==> config.mk <==
export PLATFORM = sky130hd
export DESIGN_NAME = uart_cmd_sched
export DESIGN_NICKNAME = d
export VERILOG_FILES = /design/src/rtl/uart_sched_pkg.sv /design/src/rtl/cmd_timeout_cnt.sv /design/src/rtl/uart_cmd_sched.sv
export SDC_FILE = /design/constraint.sdc
export NUM_CORES = 1
export LEC_CHECK = 0
export CAP_MARGIN = 10
export CORE_MARGIN = 4
export CORE_UTILIZATION = 50
export DETAILED_ROUTE_END_ITERATION = 10
export PLACE_DENSITY = 0.89
export REMOVE_ABC_BUFFERS = 1
export SLEW_MARGIN = 25
export SYNTH_ARGS = -nofsm -noshare
export SYNTH_HDL_FRONTEND = slang
export SYNTH_HIERARCHICAL = 1
export SYNTH_SLANG_ARGS = --single-unit
==> constraint.sdc <==
create_clock -name clk -period 6.2 [get_ports clk]
set_input_delay 1.55 -clock clk [delete_from_list [all_inputs] [get_ports clk]]
set_output_delay 1.55 -clock clk [all_outputs]
set_load 0.02 [all_outputs]
==> src/rtl/uart_sched_pkg.sv <==
// Shared types and constants for the UART command scheduler.
//   sched_state_t : scheduler FSM states
//   cmd_t         : 16-bit command split into opcode / operand
//   RESP_*        : response bytes sent back over the wrapper TX
package uart_sched_pkg;
  localparam int OPC_W = 4;
  localparam int ARG_W = 12;

  localparam logic [7:0] RESP_ACK     = 8'hA5;
  localparam logic [7:0] RESP_NAK_TO  = 8'hEE;
  localparam logic [7:0] RESP_NAK_ILL = 8'hEF;

  typedef enum logic [2:0] {
    S_IDLE,
    S_DISPATCH,
    S_WAIT,
    S_RESP,
    S_TXWAIT
  } sched_state_t;

  typedef struct packed {
    logic [OPC_W-1:0] opc;
    logic [ARG_W-1:0] arg;
  } cmd_t;
endpackage

==> src/rtl/cmd_timeout_cnt.sv <==
// Saturating TO_W-bit timeout counter for the scheduler WAIT state.
//   clk, rst : clock, async active-high reset
//   clr      : zero the counter
//   en       : count one cycle
//   expired  : high in the enabled cycle whose increment reaches 2**TO_W-1
//              (or when already saturated)
module cmd_timeout_cnt #(
  parameter int TO_W = 20
) (
  input  logic clk,
  input  logic rst,
  input  logic clr,
  input  logic en,
  output logic expired
);
  localparam logic [TO_W-1:0] MAX = '1;

  logic [TO_W-1:0] cnt;

  always_ff @(posedge clk or posedge rst) begin
    if (rst)                    cnt <= '0;
    else if (clr)               cnt <= '0;
    else if (en && cnt != MAX)  cnt <= cnt + 1'b1;
  end

  // Flag one cycle early so the owner leaves WAIT after exactly MAX cycles.
  assign expired = en && (cnt >= MAX - 1'b1);
endmodule

==> src/rtl/uart_cmd_sched.sv <==
// Command scheduler between the UART command wrapper and execution units.
// Accepts a 16-bit command, dispatches it to the unit chosen by the opcode,
// waits for completion or timeout and sends a 1-byte ACK/NAK on the shared TX.
// Unsolicited event bytes are sent on the same TX when no command is pending.
//   clk, rst     : clock, async active-high reset
//   cmd_rdy, cmd : command from wrapper; clr_cmd_rdy consumes it
//   trmt, resp   : TX start pulse and byte; tx_done marks byte sent (edge)
//   unit_go      : one-hot start pulse; unit_arg operand; unit_done completion
//   evt_req/byte : event request and byte; evt_gnt accepts it
//   busy         : high outside IDLE
module uart_cmd_sched
  import uart_sched_pkg::*;
#(
  parameter int NUM_UNITS = 4,
  parameter int TO_W      = 20
) (
  input  logic                 clk,
  input  logic                 rst,
  input  logic                 cmd_rdy,
  input  logic [15:0]          cmd,
  output logic                 clr_cmd_rdy,
  output logic                 trmt,
  output logic [7:0]           resp,
  input  logic                 tx_done,
  output logic [NUM_UNITS-1:0] unit_go,
  output logic [ARG_W-1:0]     unit_arg,
  input  logic [NUM_UNITS-1:0] unit_done,
  input  logic                 evt_req,
  input  logic [7:0]           evt_byte,
  output logic                 evt_gnt,
  output logic                 busy
);
  sched_state_t state, state_nxt;
  cmd_t         cmd_in, cmd_q;
  logic [7:0]   resp_q, resp_nxt;
  logic         resp_ld, cmd_ld;
  logic         tx_done_q, tx_edge;
  logic         tmr_clr, tmr_en, tmr_exp;
  logic         legal;
  logic [NUM_UNITS-1:0] sel_mask;

  assign cmd_in   = cmd_t'(cmd);
  assign legal    = 32'(cmd_in.opc) < NUM_UNITS;
  assign sel_mask = NUM_UNITS'(1) << cmd_q.opc;
  assign tx_edge  = tx_done & ~tx_done_q;
  assign tmr_clr  = (state == S_DISPATCH);
  assign tmr_en   = (state == S_WAIT);

  cmd_timeout_cnt #(.TO_W(TO_W)) u_tmr (
    .clk     (clk),
    .rst     (rst),
    .clr     (tmr_clr),
    .en      (tmr_en),
    .expired (tmr_exp)
  );

  always_ff @(posedge clk or posedge rst) begin
    if (rst) state <= S_IDLE;
    else     state <= state_nxt;
  end

  always_ff @(posedge clk or posedge rst) begin
    if (rst) begin
      cmd_q     <= '0;
      resp_q    <= '0;
      tx_done_q <= 1'b0;
    end else begin
      tx_done_q <= tx_done;
      if (cmd_ld)  cmd_q  <= cmd_in;
      if (resp_ld) resp_q <= resp_nxt;
    end
  end

  always_comb begin
    state_nxt   = state;
    clr_cmd_rdy = 1'b0;
    trmt        = 1'b0;
    evt_gnt     = 1'b0;
    unit_go     = '0;
    cmd_ld      = 1'b0;
    resp_ld     = 1'b0;
    resp_nxt    = resp_q;
    case (state)
      S_IDLE: begin
        if (cmd_rdy) begin
          clr_cmd_rdy = 1'b1;
          cmd_ld      = 1'b1;
          if (legal) begin
            state_nxt = S_DISPATCH;
          end else begin
            resp_ld   = 1'b1;
            resp_nxt  = RESP_NAK_ILL;
            state_nxt = S_RESP;
          end
        end else if (evt_req) begin
          resp_ld   = 1'b1;
          resp_nxt  = evt_byte;
          evt_gnt   = 1'b1;
          trmt      = 1'b1;
          state_nxt = S_TXWAIT;
        end
      end
      S_DISPATCH: begin
        unit_go   = sel_mask;
        state_nxt = S_WAIT;
      end
      S_WAIT: begin
        // Completion beats a coincident timeout.
        if (|(unit_done & sel_mask)) begin
          resp_ld   = 1'b1;
          resp_nxt  = RESP_ACK;
          state_nxt = S_RESP;
        end else if (tmr_exp) begin
          resp_ld   = 1'b1;
          resp_nxt  = RESP_NAK_TO;
          state_nxt = S_RESP;
        end
      end
      S_RESP: begin
        trmt      = 1'b1;
        state_nxt = S_TXWAIT;
      end
      S_TXWAIT: begin
        if (tx_edge) state_nxt = S_IDLE;
      end
      default: state_nxt = S_IDLE;
    endcase
    // IDLE Mealy outputs would otherwise follow cmd_rdy/evt_req during reset.
    if (rst) begin
      clr_cmd_rdy = 1'b0;
      trmt        = 1'b0;
      evt_gnt     = 1'b0;
    end
  end

  assign resp     = resp_q;
  assign unit_arg = (state == S_DISPATCH || state == S_WAIT) ? cmd_q.arg : '0;
  assign busy     = (state != S_IDLE);
endmodule

==> results of run 1 <==
through the flow:
stage	total power [mW]	instance area [um^2]
global placement	1.06	3220
CTS	1.31	3330
floorplan	0.839	2520
detailed placement	1.08	3220
finish	1.31	3340
global route	1.40	3340
cells in the final DEF (no fill, tap or decap), types with 2 or more instances in the layout:
cell	count
nand2_1	56
a21oi_1	16
or4_1	8
or4b_1	2
o31ai_1	5
mux2_2	11
o21ai_0	4
o21a_1	4
clkbuf_8	5
nand4_1	6
nor4_1	4
buf_4	2
nand3_1	7
nor2b_1	21
dfrtp_1	48
inv_1	15
nor3_1	3
or3_1	5
ha_1	2
a211o_1	3
nor2_1	28
mux2i_1	3
nand2b_1	2
clkdlybuf4s50_1	60
layout make-up:
| type | instances | area (um^2) | share of cell area |
|---|---|---|---|
| timing repair buffer | 62 | 616 | 0.184 |
| multi-input combinational | 212 | 1270 | 0.380 |
| clock buffer | 5 | 68.8 | 0.0206 |
| inverter | 16 | 60.1 | 0.0180 |
| tap | 67 | 83.8 | 0.0251 |
| clock inverter | 3 | 42.5 | 0.0127 |
| sequential | 48 | 1200 | 0.359 |
per-layer routing:
| metal | wire [um] | GRT usage | vias up |
|---|---|---|---|
| met1 | 2560 | 0.245 | 1067 |
| met3 | 455 | 0.0598 | 9 |
| met4 | 56 | 0.0405 | 0 |
| met5 | 0 | 0 | - |
| met2 | 2970 | 0.356 | 84 |
| li1 | - | - | 1104 |
state kept, by name (all words and copies together) (netlist names):
register,count
state,3
resp,8
tx_done_q,1
u_tmr/cnt,20
cmd_q,16
critical path, delay by kind of cell:
kind	cells	cell delay, ns
buffers and inverters	2	1.14
AO/OA/AOI/OAI	1	0.16
AND/OR/NAND/NOR	2	0.56
worst min path at each step:
stage,endpoint,slack (ns),cells after the start,start
floorplan,cmd_q[0]$_DFFE_PP0P_,0.44,2,cmd_q[0]$_DFFE_PP0P_
global placement,cmd_q[4]$_DFFE_PP0P_,0.45,2,cmd_q[4]$_DFFE_PP0P_
detailed placement,cmd_q[1]$_DFFE_PP0P_,0.46,2,cmd_q[1]$_DFFE_PP0P_
CTS,cmd_q[4]$_DFFE_PP0P_,0.48,2,cmd_q[4]$_DFFE_PP0P_
global route,cmd_q[6]$_DFFE_PP0P_,0.52,2,cmd_q[6]$_DFFE_PP0P_
finish,cmd_q[4]$_DFFE_PP0P_,0.48,2,cmd_q[4]$_DFFE_PP0P_
kinds of logic after synthesis:
logic type,synth area share
simple gates,0.300
buf+inv,0.0437
flops,0.466
compound gates,0.120
fa+ha+maj,0.00971
mux,0.0597
power breakdown:
group	internal (mW)	leakage [nW]	switching (mW)	total, mW
sequential	0.410	0.614	0.0794	0.489
combinational	0.268	0.803	0.323	0.591
clock	0.119	0.0541	0.106	0.226
total	0.797	1.47	0.509	1.31
==> impl_metrics.py, run 1 <==
metrics = {
    "status": {
        "status": "complete, no violations",
    },
    "floorplan": {
        "die_x_um": 79.8,
        "die_area_um2": 6360,
        "rows": 25,
        "start_util": 0.531,
        "coreArea_um2": 4850,
        "die_y_um": 79.8,
        "ios": 61,
    },
    "clock_tree": {
        "cts_tree": "built",
        "root_buffer": "clkbuf_8",
        "clk_pin_slew_ns": 0.09,
        "clkSinkCount": 48,
        "clkLatencyLatePin_ns": 0.30,
        "cts_repair_resize_count": 0,
        "hold_buffers": 0,
        "htreeDepth": 2,
        "clk_path_buf_depth": 2,
        "post_cts_buffers": 0,
        "cts_made_buffers": 5,
    },
    "sta": {
        "finalSetupTns_ns": 0,
        "fmax_mhz": 201,
        "fin_hold_ws_ns": 0.482,
        "finalWorstSetupSlack_ns": 1.23,
        "relSlewSlack": 0.386,
        "worst_slew_pin_slew_ns": 0.918,
        "post-route-period-util": 0.802,
        "final-hold-violation-count": 0,
        "drv_slew": 0,
        "setup_viol": 0,
        "fin_crit_ns": 4.97,
        "rsz0062_at_grt": "no",
        "final.setup_skew_ns": 0.00589,
    },
    "worst_setup_path": {
        "critPathCapture": "trmt",
        "rr_endpoint": "u_tmr/cnt[19]$_DFFE_PP0P_",
        "critPathSlowestCell": "clkdlybuf4s50_1",
        "timing.rr.start": "state[1]$_DFFE_PP0P_",
        "crit_required_ns": 4.65,
        "critPathLaunch": "cmd_rdy",
        "r2r_setup_slack_ns": 3.44,
        "crit_top_cell": "clkdlybuf4s50_1",
        "slowest_delay_ns": 0.62,
        "crit_type": "in -> out",
        "cp_max_fo": 8,
        "path_cells": "clkdlybuf4s50_1, nand2b_1, or2_1, a21oi_1, clkdlybuf4s50_1",
        "startpoint_type": "input port",
        "endpoint_kind": "output port",
        "cp.arrival_ns": 3.42,
        "r2r_cells": 5,
    },
    "placement": {
        "port-buffer-count": 60,
        "dp.cells": 405,
        "gp_congestion": 0.755,
        "pre_cts_ws_ns": 1.23,
        "dpl.hpwl_um": 4310,
    },
    "synth": {
        "synthArstFlopShare": 1.00,
        "ys_ff_latch": 48,
        "synth_top_area_frac": 0.466,
        "syn_area_per_cell_um2": 8.98,
        "ys_seq_area_frac": 0.466,
        "netlist_top_cells_count": "nand2_1 (56), dfrtp_1 (48), nor2_1 (29)",
        "syn-instance-count": 287,
        "synth_edf_count": 0,
        "synth_top_flop_cell": "dfrtp_1",
        "yosys-top-cells-area": "dfrtp_1 (47%), nand2_1 (8.2%), nor2b_1 (5.1%)",
        "yosysMostFrequentCell": "nand2_1",
        "yosysTopAreaCell": "dfrtp_1",
        "netlist_area_um2": 2580,
        "ys.warnings.count": 6,
        "synth_cell_types": 44,
    },
    "grt": {
        "grt_pass1_vias": 2376,
        "grt_max_degree": 33,
        "grt.total_usage": 0.202,
        "overflow": 0,
        "antenna_found_initial": 0,
        "grt_first_pass_wirelength_um": 10400,
    },
    "routing": {
        "via_per_inst": 5.48,
        "routed_wl_um": 6040,
        "wire_per_inst_um": 14.6,
        "post-route-drc-count": 0,
        "drt_iter0_markers": 125,
        "final_antenna_net_count": 0,
        "vias": 2264,
        "drt_pre_antenna_iters": 5,
    },
    "layout": {
        "drive_gt1_frac": 0.0838,
        "layout.nets": 380,
        "fin_util": 0.690,
        "syn_to_final_growth_pct": 29.8,
        "n_fill_cell": 375,
        "fin_cells": 413,
        "diodes": 0,
    },
    "job": {
        "cap_violations": 0,
    },
    "power_and_ir_drop": {
        "p_per_area_nw_per_um2": 391,
        "ir_worst_vdd_mv": 0.282,
        "p_leak_nw": 1.47,
    },
    "min_path": {
        "worst_hold_path_type": "reg -> reg",
    },
}
Note: power is estimated with default switching activity, not from simulation.
==> run 2: changes to the inputs <==
==> constraint.sdc (replaced) <==
create_clock -name clk -period 5.15 [get_ports clk]
set_input_delay 1.2875 -clock clk [delete_from_list [all_inputs] [get_ports clk]]
set_output_delay 1.2875 -clock clk [all_outputs]
set_load 0.02 [all_outputs]
==> run 2 against run 1 <==
Global-route usage is 0.51 points higher. Register-to-register slack lost 1.1 ns. First-iteration DRC count is 20% higher. Clock skew increased by 0.00091 ns. Worst setup slack worse by 0.57 ns. Design area shrank 0.34%.
==> impl_metrics.py, run 2 (synthesis gave the netlist of run 1 again) <==
metrics = {
    "status": {
        "status": "complete, no violations",
    },
    "clock_tree": {
        "clkLatencyLatePin_ns": 0.30,
        "clk_path_buf_depth": 2,
        "hold_buffers": 0,
        "cts_repair_resize_count": 0,
        "cts_made_buffers": 5,
        "post_cts_buffers": 0,
        "clk_pin_slew_ns": 0.09,
        "cts_tree": "built",
        "htreeDepth": 2,
        "root_buffer": "clkbuf_8",
        "clkSinkCount": 48,
    },
    "worst_setup_path": {
        "timing.rr.start": "state[2]$_DFFE_PP0P_",
        "endpoint_kind": "output port",
        "startpoint_type": "input port",
        "cp_max_fo": 8,
        "critPathLaunch": "cmd_rdy",
        "cp.arrival_ns": 3.20,
        "crit_type": "in -> out",
        "crit_required_ns": 3.86,
    },
    "placement": {
        "port-buffer-count": 60,
        "gp_congestion": 0.761,
        "dpl.hpwl_um": 4470,
        "pre_cts_ws_ns": 0.640,
        "dp.cells": 406,
        "dpl_cell_area_um2": 3230,
    },
    "floorplan": {
        "die_x_um": 79.8,
        "start_util": 0.531,
        "rows": 25,
        "die_y_um": 79.8,
        "die_area_um2": 6360,
        "ios": 61,
        "coreArea_um2": 4850,
    },
    "sta": {
        "setup_viol": 0,
        "relSlewSlack": 0.410,
        "final.setup_skew_ns": 0.00680,
        "worst_slew_pin_slew_ns": 0.882,
        "final-hold-violation-count": 0,
        "finalSetupTns_ns": 0,
        "fin_crit_ns": 4.49,
        "fmax_mhz": 223,
        "rsz0062_at_grt": "no",
        "post-route-period-util": 0.872,
        "fin_hold_ws_ns": 0.473,
        "finalWorstSetupSlack_ns": 0.658,
        "drv_slew": 0,
    },
    "routing": {
        "post-route-drc-count": 0,
        "vias": 2230,
        "wire_per_inst_um": 14.6,
        "via_per_inst": 5.39,
        "drt_iter0_markers": 150,
        "drt_pre_antenna_iters": 4,
        "routed_wl_um": 6060,
        "final_antenna_net_count": 0,
    },
    "layout": {
        "fin_area_um2": 3330,
        "diodes": 0,
        "seq_area_um2": 1200,
        "layout_commonest_cell": "clkdlybuf4s50_1",
        "final_cell_mix": "clkdlybuf4s50_1 (60), nand2_1 (56), dfrtp_1 (48)",
        "fin_util": 0.687,
        "multi_input_comb_area_um2": 1270,
        "layout.nets": 381,
        "drive_gt1_frac": 0.0865,
        "fin_cells": 414,
        "n_fill_cell": 388,
        "syn_to_final_growth_pct": 29.3,
        "largest_reg_flops": 20,
        "top_register": "u_tmr/cnt",
    },
    "grt": {
        "grt.total_usage": 0.207,
        "antenna_found_initial": 0,
        "grt_first_pass_wirelength_um": 10300,
        "grt_pass1_vias": 2306,
        "overflow": 0,
        "grt_max_degree": 29,
    },
    "power_and_ir_drop": {
        "p_leak_nw": 1.47,
        "p_per_area_nw_per_um2": 462,
        "ir_worst_vdd_mv": 0.379,
        "total_power_mw": 1.54,
    },
    "job": {
        "cap_violations": 0,
    },
    "min_path": {
        "holdCritStartpoint": "cmd_q[4]$_DFFE_PP0P_",
        "worst_hold_path_type": "reg -> reg",
    },
}
-- run 2: cell count changes in the layout (fill, tap and decap cells not counted), sizes merged --
| cell | change |
|---|---|
| bufinv | -1 |
| clkinv | +1 |
| clkbuf | +1 |
| buf | +1 |
| clkinvlp | -1 |
-- run 2: report_power, final --
| group | internal [mW] | leakage [nW] | total, mW | switching (mW) |
|---|---|---|---|---|
| Clock | 0.107 | 0.0510 | 0.236 | 0.128 |
| Sequential | 0.493 | 0.614 | 0.585 | 0.0923 |
| Combinational | 0.325 | 0.808 | 0.717 | 0.392 |
-- run 2: worst max-delay path, stage by stage --
cell	delay [ns]
clkdlybuf4s50_1	0.52
nand2b_1	0.25
or2_1	0.31
a21oi_1	0.19
clkdlybuf4s50_1	0.65
-- run 2: worst paths after layout --
kind / to / slack (ns) / cells after the start
max: trmt / 0.66 / 5
max in group asynchronous: u_tmr/cnt[18]$_DFFE_PP0P_ / 3.14 / 2
min reg2reg: cmd_q[4]$_DFFE_PP0P_ / 0.47 / 2
max reg2reg: u_tmr/cnt[19]$_DFFE_PP0P_ / 2.35 / 5
min: cmd_q[4]$_DFFE_PP0P_ / 0.47 / 2
min in group asynchronous: resp[0]$_DFFE_PP0P_ / 1.46 / 2
-- run 2: routing by layer --
metal  track usage  vias to the layer above  part of all wire
met2         0.360                       58              0.50
met4        0.0541                        0             0.011
met1         0.241                     1056              0.42
met3        0.0767                        6             0.070
li1              -                     1110                 -
met5             0                        -                 0
-- run 2: area by class of cell --
class                           count  area share
Tap cell                           67      0.0252
Clock inverter                      2     0.00300
Sequential cell                    48       0.360
Inverter                           16      0.0180
Multi-Input combinational cell    212       0.382
Clock buffer                        6      0.0248
Timing Repair Buffer               63       0.187
